--- config.mk ---
export PLATFORM = sky130hd
export DESIGN_NAME = serial_sub
export DESIGN_NICKNAME = d
export VERILOG_FILES = /design/src/rtl/serial_sub_pkg.sv /design/src/rtl/serial_sub_full_sub.sv /design/src/rtl/serial_sub.sv
export SDC_FILE = /design/constraint.sdc
export NUM_CORES = 1
export LEC_CHECK = 0
export CORE_MARGIN = 3
export CORE_UTILIZATION = 38
export CTS_BUF_LIST = sky130_fd_sc_hd__clkbuf_4 sky130_fd_sc_hd__clkbuf_8
export CTS_CLUSTER_DIAMETER = 200
export CTS_CLUSTER_SIZE = 12
export DETAILED_ROUTE_END_ITERATION = 6
export PLACE_DENSITY_LB_ADDON = 0.2
export SYNTH_ARGS = -nofsm -noshare
export SYNTH_HDL_FRONTEND = slang
export SYNTH_SLANG_ARGS = --single-unit
export TNS_END_PERCENT = 5
--- constraint.sdc ---
create_clock -name clk -period 2.16 [get_ports clk]
set_input_delay 0.432 -clock clk [delete_from_list [all_inputs] [get_ports clk]]
set_output_delay 0.432 -clock clk [all_outputs]
set_load 0.05 [all_outputs]
--- src/rtl/serial_sub_pkg.sv ---
// Shared state encoding for the bit-serial subtractor.
package serial_sub_pkg;

    typedef enum logic [1:0] {
        IDLE = 2'd0,
        RUN  = 2'd1,
        DONE = 2'd2
    } state_t;

endpackage

--- src/rtl/serial_sub_full_sub.sv ---
// One-bit full subtractor cell (a - b - bin), gate-level form matching the adder's full-adder cell.
module serial_sub_full_sub (
    input  logic a,
    input  logic b,
    input  logic bin,
    output logic d,
    output logic bout
);

    logic a_x_b;

    assign a_x_b = a ^ b;
    assign d     = a_x_b ^ bin;
    assign bout  = (~a & b) | (~a_x_b & bin);

endmodule

--- src/rtl/serial_sub.sv ---
// Bit-serial unsigned subtractor: D = A - B, one bit per clock, LSB first, with start/busy/done handshake.
module serial_sub
    import serial_sub_pkg::*;
#(
    parameter int W = 4
) (
    input  logic         clk,
    input  logic         rst,
    input  logic         start,
    input  logic [W-1:0] A,
    input  logic [W-1:0] B,
    output logic [W:0]   D,
    output logic         borrow,
    output logic         busy,
    output logic         done
);

    localparam int CW = $clog2(W);

    state_t          state_reg;
    logic [W-1:0]    ra_reg;
    logic [W-1:0]    rb_reg;
    logic [W-1:0]    rd_reg;
    logic            bf_reg;
    logic [CW-1:0]   cnt_reg;

    logic            d_bit;
    logic            bout;

    serial_sub_full_sub u_full_sub (
        .a    (ra_reg[0]),
        .b    (rb_reg[0]),
        .bin  (bf_reg),
        .d    (d_bit),
        .bout (bout)
    );

    always_ff @(posedge clk or posedge rst) begin
        if (rst) begin
            state_reg <= IDLE;
            ra_reg    <= '0;
            rb_reg    <= '0;
            rd_reg    <= '0;
            bf_reg    <= 1'b0;
            cnt_reg   <= '0;
            D         <= '0;
            borrow    <= 1'b0;
            busy      <= 1'b0;
            done      <= 1'b0;
        end else begin
            case (state_reg)
                IDLE: begin
                    done <= 1'b0;
                    if (start) begin
                        ra_reg    <= A;
                        rb_reg    <= B;
                        bf_reg    <= 1'b0;
                        cnt_reg   <= '0;
                        busy      <= 1'b1;
                        state_reg <= RUN;
                    end
                end
                RUN: begin
                    ra_reg  <= ra_reg >> 1;
                    rb_reg  <= rb_reg >> 1;
                    rd_reg  <= {d_bit, rd_reg[W-1:1]};
                    bf_reg  <= bout;
                    cnt_reg <= cnt_reg + CW'(1);
                    // Last bit: publish the result together with the final borrow as sign.
                    if (cnt_reg == CW'(W - 1)) begin
                        D         <= {bout, d_bit, rd_reg[W-1:1]};
                        borrow    <= bout;
                        busy      <= 1'b0;
                        done      <= 1'b1;
                        state_reg <= DONE;
                    end
                end
                DONE: begin
                    done <= 1'b0;
                    if (start) begin
                        ra_reg    <= A;
                        rb_reg    <= B;
                        bf_reg    <= 1'b0;
                        cnt_reg   <= '0;
                        busy      <= 1'b1;
                        state_reg <= RUN;
                    end else begin
                        state_reg <= IDLE;
                    end
                end
                default: begin
                    busy      <= 1'b0;
                    done      <= 1'b0;
                    state_reg <= IDLE;
                end
            endcase
        end
    end

endmodule

; After elaboration in Yosys (flattened, before gate mapping)
; Cells that the tools add are included.
; W data, S select, Z words.
[word_totals]
ff_bits = 25
input_bits = 11
out_inout_bits = 8
word_cells = 48
[classes]
add_sub_neg = 1
eq_ne = 6
muxes = 17
bitwise_logic = 7
reduce_logical = 7
[ops]
columns = op, n
row1 = $pmux W4 S2, 2
row2 = $mux W4, 2
row3 = $reduce_and A2 Y1, 4
row4 = $mux W1, 6
row5 = $mux W2, 3
row6 = $pmux W2 S3, 1
row7 = $eq A2 B2 Y1 const B, 2
row8 = $ne A2 B2 Y1 const B, 2
row9 = $pmux W1 S2, 2
row10 = $pmux W2 S2, 1
row11 = $add A2 B1 Y2 const B, 1
row12 = $and A1 B1 Y1, 2
row13 = $eq A2 B1 Y1 const B, 1
row14 = $logic_not A2 Y1, 1
row15 = $ne A2 B1 Y1 const B, 1
row16 = $not A1 Y1, 2
row17 = $reduce_bool A2 Y1, 1
row18 = $reduce_or A2 Y1, 1
row19 = $xor A1 B1 Y1, 2
row20 = $or A1 B1 Y1, 1

; Logic depth before layout (Yosys ltp)
; Gate-level depths: netlist (run 1).
[depth]
depth_word = 5
depth_mapped = 4
ltp_nobuf = 4

; By module
; A second synthesis (run 1) with hierarchy kept.
[unflattened]
cells_unflattened = 91
area_unflattened_um2 = 1043.5
[modules_own_cells]
columns = module, instances, cells_each, area_each_um2
row1 = serial_sub, 1, 87, 1012.2
row2 = serial_sub_full_sub, 1, 4, 31.3

; Least setup slack after synthesis (run 1)
; Ideal clock, no wire load.
[synth_timing]
kind = reg2out
start = reg D[4]
end = out D[4]
arrival_time_ps = 904
path_slack_ps = 824
stages_incl_launch_ff = 2
n_path_buf = 1
cell_sequence = dfrtp_1 buf_4
[synth_lines]
columns = element, line_no
row1 = from (decl), serial_sub.sv:12  ; output logic [W:0] D,
row2 = from (signal assigned), serial_sub.sv:71  ; D <= {bout, d_bit, rd_reg[W-1:1]};
; No word-level cell between the ends.

; Worst setup path after layout (run 1)
[layout_timing]
start = reg D[4]
end = out D[4]
; No word-level cell between the ends.

==> results of run 1 <==
[synth_stat cells, drive strengths merged]
cell type,n
nand3b,1
mux2,7
xnor2,1
dfrtp,23
fa,1
and2b,1
or3b,1
a31o,2
nor2b,1
inv,5
and3b,2
buf,5
mux2i,20
nor2,3
nand3,1
ha,1
a21o,1
nand2b,2
o31ai,1
a22o,1
o21ai,3
[tightest hold or removal path: cells and delay by family]
kind                   cells  cell delay (ns)
buffers and inverters      3             0.74
[layer usage]
metal  up-vias  GRT usage, %  wire length (um)
met2        16          18.5               841
met5         -             0                 0
met1       323          14.6               871
met4         0          2.79                16
li1        328             -                 -
met3         2          3.83                97
[path summary, 6_finish.rpt]
kind                              start   endpoint  slack [ns]
max in group asynchronous           rst  ra_reg[1]        1.48
setup reg to reg           state_reg[1]       D[1]        0.68
setup / recovery                   D[4]       D[4]        0.23
hold reg to reg                    done       done        0.51
min in group clk                   done       done        0.51
hold / removal                      rst       D[1]        0.45
[final cells by class]
cell class,count,area share (%)
Timing Repair Buffer,20,14.4
Clock buffer,3,1.66
Tap cell,31,2.87
Clock inverter,1,0.370
Inverter,5,1.39
Multi-Input combinational cell,50,36.8
Sequential cell,23,42.5
[through the flow]
stage,util (%),worst slack (ns)
floorplan,-,0.824
global placement,47.3,0.397
detailed placement,47.3,0.350
CTS,48.3,0.210
global route,48.3,0.156
finish,48.3,0.228
[cells by family after synthesis]
kind of cell             share of synthesized area, %
XOR/XNOR                                        0.772
adder cells (fa/ha/maj)                          2.87
buffers and inverters                            5.40
flip-flops                                       50.7
AND/OR/NAND/NOR                                  8.38
multiplexers                                     26.9
AO/OA/AOI/OAI                                    4.96
[power by group through the flow]
stage / registers, mW / logic [mW] / clock network [mW]
floorplan: 0.980 / 0.710 / 0
global placement: 0.813 / 1.10 / 0
detailed placement: 0.817 / 1.12 / 0
CTS: 0.809 / 1.13 / 0.209
global route: 0.838 / 1.19 / 0.218
finish: 0.809 / 1.11 / 0.197
==> flow_summary.toml, run 1 <==
[timing]
fmax_mhz = 518
hold-worst-slack_ns = 0.450
finalSetupViolations = 0
slew_headroom_pct = 60.5
skew_ns = 0.00252
fin_tns_setup_ns = 0
worst_pin_slew_ns = 0.593
hold_violations = 0
post-route-period-util_pct = 89.4
period_needed_ns = 1.93
drv_slew = 0
grt_setup_unrepaired = "false"

[logic_synthesis]
syn_area_per_cell_sq_um = 13.7
yosys_warnings = 0
ys_ff_latch = 23
syn_inst = 83
synth_fp_nets = 96
synth_cell_types = 26
synth_area_leader_cell = "dfrtp_1"
synth.top_cells.by_area = "dfrtp_1 (51%), mux2i_1 (18%), mux2_4 (9.3%)"
netlist.area_leader.share_pct = 50.7
synth.yosys.seq_area_share_pct = 50.7
netlist_area_sq_um = 1130

[finish]
n_fill_cell = 268
final_common_cell = "dfrtp_1"
finalInstanceArea_sq_um = 1350
stdcell_count = 133
final_nets = 116
seq_area_sq_um = 576
final_cell_mix = "dfrtp_1 (23), mux2i_1 (20), clkdlybuf4s50_1 (18), mux2_4 (7), inv_1 (4)"
diodes = 0
drive_gt1_share_pct = 17.6
largest_reg_flops = 5
syn2layout_area_growth_pct = 19.3
multi_input_area_sq_um = 498

[setup_path]
crit_buf_inv = 1
crit_required_ns = 1.73
crit_type = "reg -> out"
slowest_stage = "clkdlybuf4s50_1"
cp_top_family = "buffers and inverters"
crit_arrival_ns = 1.50
crit_path_start_kind = "flip-flop"
r2r_cells = 2
crit_cells = 1
cp_max_fo = 3
critPathCaptureType = "output pin"
worstPathCellList = "clkdlybuf4s50_1"
cpPeakStageDelay_ns = 0.81

[power_and_ir_drop]
swShare_pct = 40.8
power.leakage_nw = 0.656
power.switching_mw = 0.862
powerDensity_nw_per_um2 = 1560
clock_power_share_pct = 9.3
total_power_mw = 2.11
ir_drop_mv = 0.498
internal_power_mw = 1.25
seq_power_share_pct = 38.3
combPwrFrac_pct = 52.4

[grt]
grt_use_total_pct = 11.3
overflow = 0
grt_max_degree = 24
grt_pass1_vias = 675
grt_pass1_wl_mm = 3.09
antenna_found_initial = 0

[floorplanning]
die_y_um = 60.7
ioPinCount = 19
fp-row-count = 19
die-area_sq_um = 3680
core_area_sq_um = 2810
initial_utilization_pct = 40.5
die_w_um = 60.7

[drt]
wire_per_inst_um = 13.7
drt_first_iter_violations = 7
antenna_left = 0
routed_wirelength_mm = 1.83
dr.pass1.iters = 3
via_per_inst = 5.03
routed-via-count = 669
drcViolationCount = 0

[clock_network]
hold_buffers = 0
cts_tree = "done"
clock_sinks = 23
postCtsSetupBuffers = 0
cts_buffers = 3
path_clk_slew_ns = 0.12
insertion_delay_ns = 0.31
cts_root_buf = "clkbuf_4"
post_cts_resized = 0
clk_path_buf_depth = 2
cts-htree-levels = 1

[hold_path]
hold_path.class = "in -> async"

[job]
drv_cap = 0

[place]
portBuffers = 18
dp_hpwl_mm = 1.30
dpl.cell_count = 129
place.gp.congestion = 0.693
placed_area_sq_um = 1330

[status]
outcome = "finished, final reports clean"
No activity file was read; power rests on OpenSTA's default activity.
==> run 2: changes to the inputs <==
SYNTH_HIERARCHICAL = 1   (was not set)
==> flow_summary.toml, run 2 <==
[setup_path]
crit_type = "reg -> out"
crit_path_start_kind = "flip-flop"
worstPathCellList = "clkdlybuf4s50_1"
critPathCaptureType = "output pin"
rr_startpoint = "state_reg[0]"
crit_required_ns = 1.73
cp_max_fo = 3
slowest_stage = "clkdlybuf4s50_1"
crit_buf_inv = 1
cp-startpoint = "D[4]"
crit_arrival_ns = 1.52
cp_top_family = "buffers and inverters"
cpPeakStageDelay_ns = 0.81

[floorplanning]
core_area_sq_um = 2540
die_y_um = 58.4
die-area_sq_um = 3410
initial_utilization_pct = 41.0
die_w_um = 58.4
ioPinCount = 19
fp-row-count = 18

[timing]
hold_violations = 0
worst_pin_slew_ns = 0.495
drv_slew = 0
post-route-period-util_pct = 90.2
period_needed_ns = 1.95
slew_headroom_pct = 66.9
fin_tns_setup_ns = 0
grt_setup_unrepaired = "false"
hold-worst-slack_ns = 0.442
skew_ns = 0.00295
fmax_mhz = 513
finalSetupViolations = 0

[clock_network]
cts_tree = "done"
clock_sinks = 23
hold_buffers = 0
postCtsSetupBuffers = 0
cts_root_buf = "clkbuf_4"
insertion_delay_ns = 0.31
cts-htree-levels = 1
cts_buffers = 3
post_cts_resized = 0
path_clk_slew_ns = 0.12
clk_path_buf_depth = 2

[finish]
final_common_cell = "dfrtp_1"
drive_gt1_share_pct = 11.1
largest_reg_flops = 5
syn2layout_area_growth_pct = 20.1
stdcell_count = 138
final_nets = 122
final_cell_mix = "dfrtp_1 (23), clkdlybuf4s50_1 (18), nand2_1 (12)"
diodes = 0

[hold_path]
hold_path.class = "in -> async"

[place]
portBuffers = 18
place.gp.congestion = 0.691
dpl.cell_count = 134
dp_hpwl_mm = 1.30

[logic_synthesis]
synth_common_cells = "dfrtp_1 (23), nand2_1 (12), inv_1 (5), mux2_4 (5), nor2_1 (5)"
synth.top_cells.by_area = "dfrtp_1 (55%), mux2_4 (7.2%), nand2_1 (4.3%)"
synth_area_leader_cell = "dfrtp_1"
ys_ff_latch = 23
synth.most_common_cell = "dfrtp_1"
synth-edff-count = 0
synth.yosys.seq_area_share_pct = 55.2
synth_fp_nets = 104
yosys_warnings = 6
syn_inst = 91
syn_area_per_cell_sq_um = 11.5
netlist.area_leader.share_pct = 55.2
async_reset_ff_share_pct = 100
synth_cell_types = 24
synth_flop_cell = "dfrtp_1"
netlist_area_sq_um = 1040

[power_and_ir_drop]
power.leakage_nw = 0.596
ir_drop_mv = 0.943
powerDensity_nw_per_um2 = 1600

[drt]
dr.pass1.iters = 4
routed_wirelength_mm = 1.81
drt_first_iter_violations = 6
routed-via-count = 701
wire_per_inst_um = 13.1
antenna_left = 0
drcViolationCount = 0
via_per_inst = 5.08

[grt]
antenna_found_initial = 0
overflow = 0
grt_pass1_vias = 687
grt_pass1_wl_mm = 3.22
grt_max_degree = 24
grt_use_total_pct = 12.7

[status]
outcome = "finished, final reports clean"

[job]
drv_cap = 0
## run 2: changes by cell type after synthesis, moves of 3 or more
cell	previous run	this run
o21ai_0	0	4
a21oi_1	0	3
nand2_1	0	12
a211oi_1	0	3
mux2i_1	20	4
o21ai_1	3	0
## run 2: report_power, final
part	total, mW	switching [mW]	internal [mW]
combinational	1.00	0.569	0.433
sequential	0.794	0.161	0.633
clock	0.213	0.129	0.0848
total	2.01	0.858	1.15
## run 2: cell type report
cell class,count,area (sq um)
sequential,23,576
fill,246,1290
inverter,5,18.8
multi-input combinational,57,404
clock buffer,4,30.0
tap,30,37.5
timing repair buffer,19,188
## run 2: cells by family (layout without fill, tap and decap cells)
logic type | after synthesis | after routing | synth area share (%)
buffers and inverters | 11 | 28 | 6.11
multiplexers | 9 | 9 | 11.0
adder cells (fa/ha/maj) | 2 | 2 | 3.12
AND/OR/NAND/NOR | 30 | 30 | 14.6
AO/OA/AOI/OAI | 16 | 16 | 9.95
flip-flops | 23 | 23 | 55.2
## run 2: path summary, 6_finish.rpt
kind                       depth (start not counted)  slack (ns)        end
max reg2reg                                        3        0.68       D[2]
min reg2reg                                        2        0.49  rd_reg[1]
min in group clk                                   2        0.49  rd_reg[1]
max                                                1        0.21       D[4]
min                                                3        0.44       D[3]
max in group asynchronous                          3        1.49       done
## run 2: stage by stage
step / setup WS, ns / power (mW) / util (%) / cell area [sq um]
after detailed placement: 0.415 / 1.82 / 48.1 / 1220
final: 0.212 / 2.01 / 49.3 / 1250
after global routing: 0.131 / 2.18 / 49.3 / 1250
after global placement: 0.457 / 1.80 / 48.1 / 1220
after floorplan: 0.824 / 1.60 / - / 1040
after CTS: 0.195 / 2.04 / 49.3 / 1250
## run 2: per-layer routing
| layer | track usage (%) | part of all wire [%] | vias to the layer above |
|---|---|---|---|
| li1 | - | - | 341 |
| met1 | 16.7 | 48 | 341 |
| met2 | 19.0 | 45 | 17 |
| met3 | 4.61 | 6.2 | 2 |
| met4 | 4.97 | 1.1 | 0 |
| met5 | 0 | 0 | - |
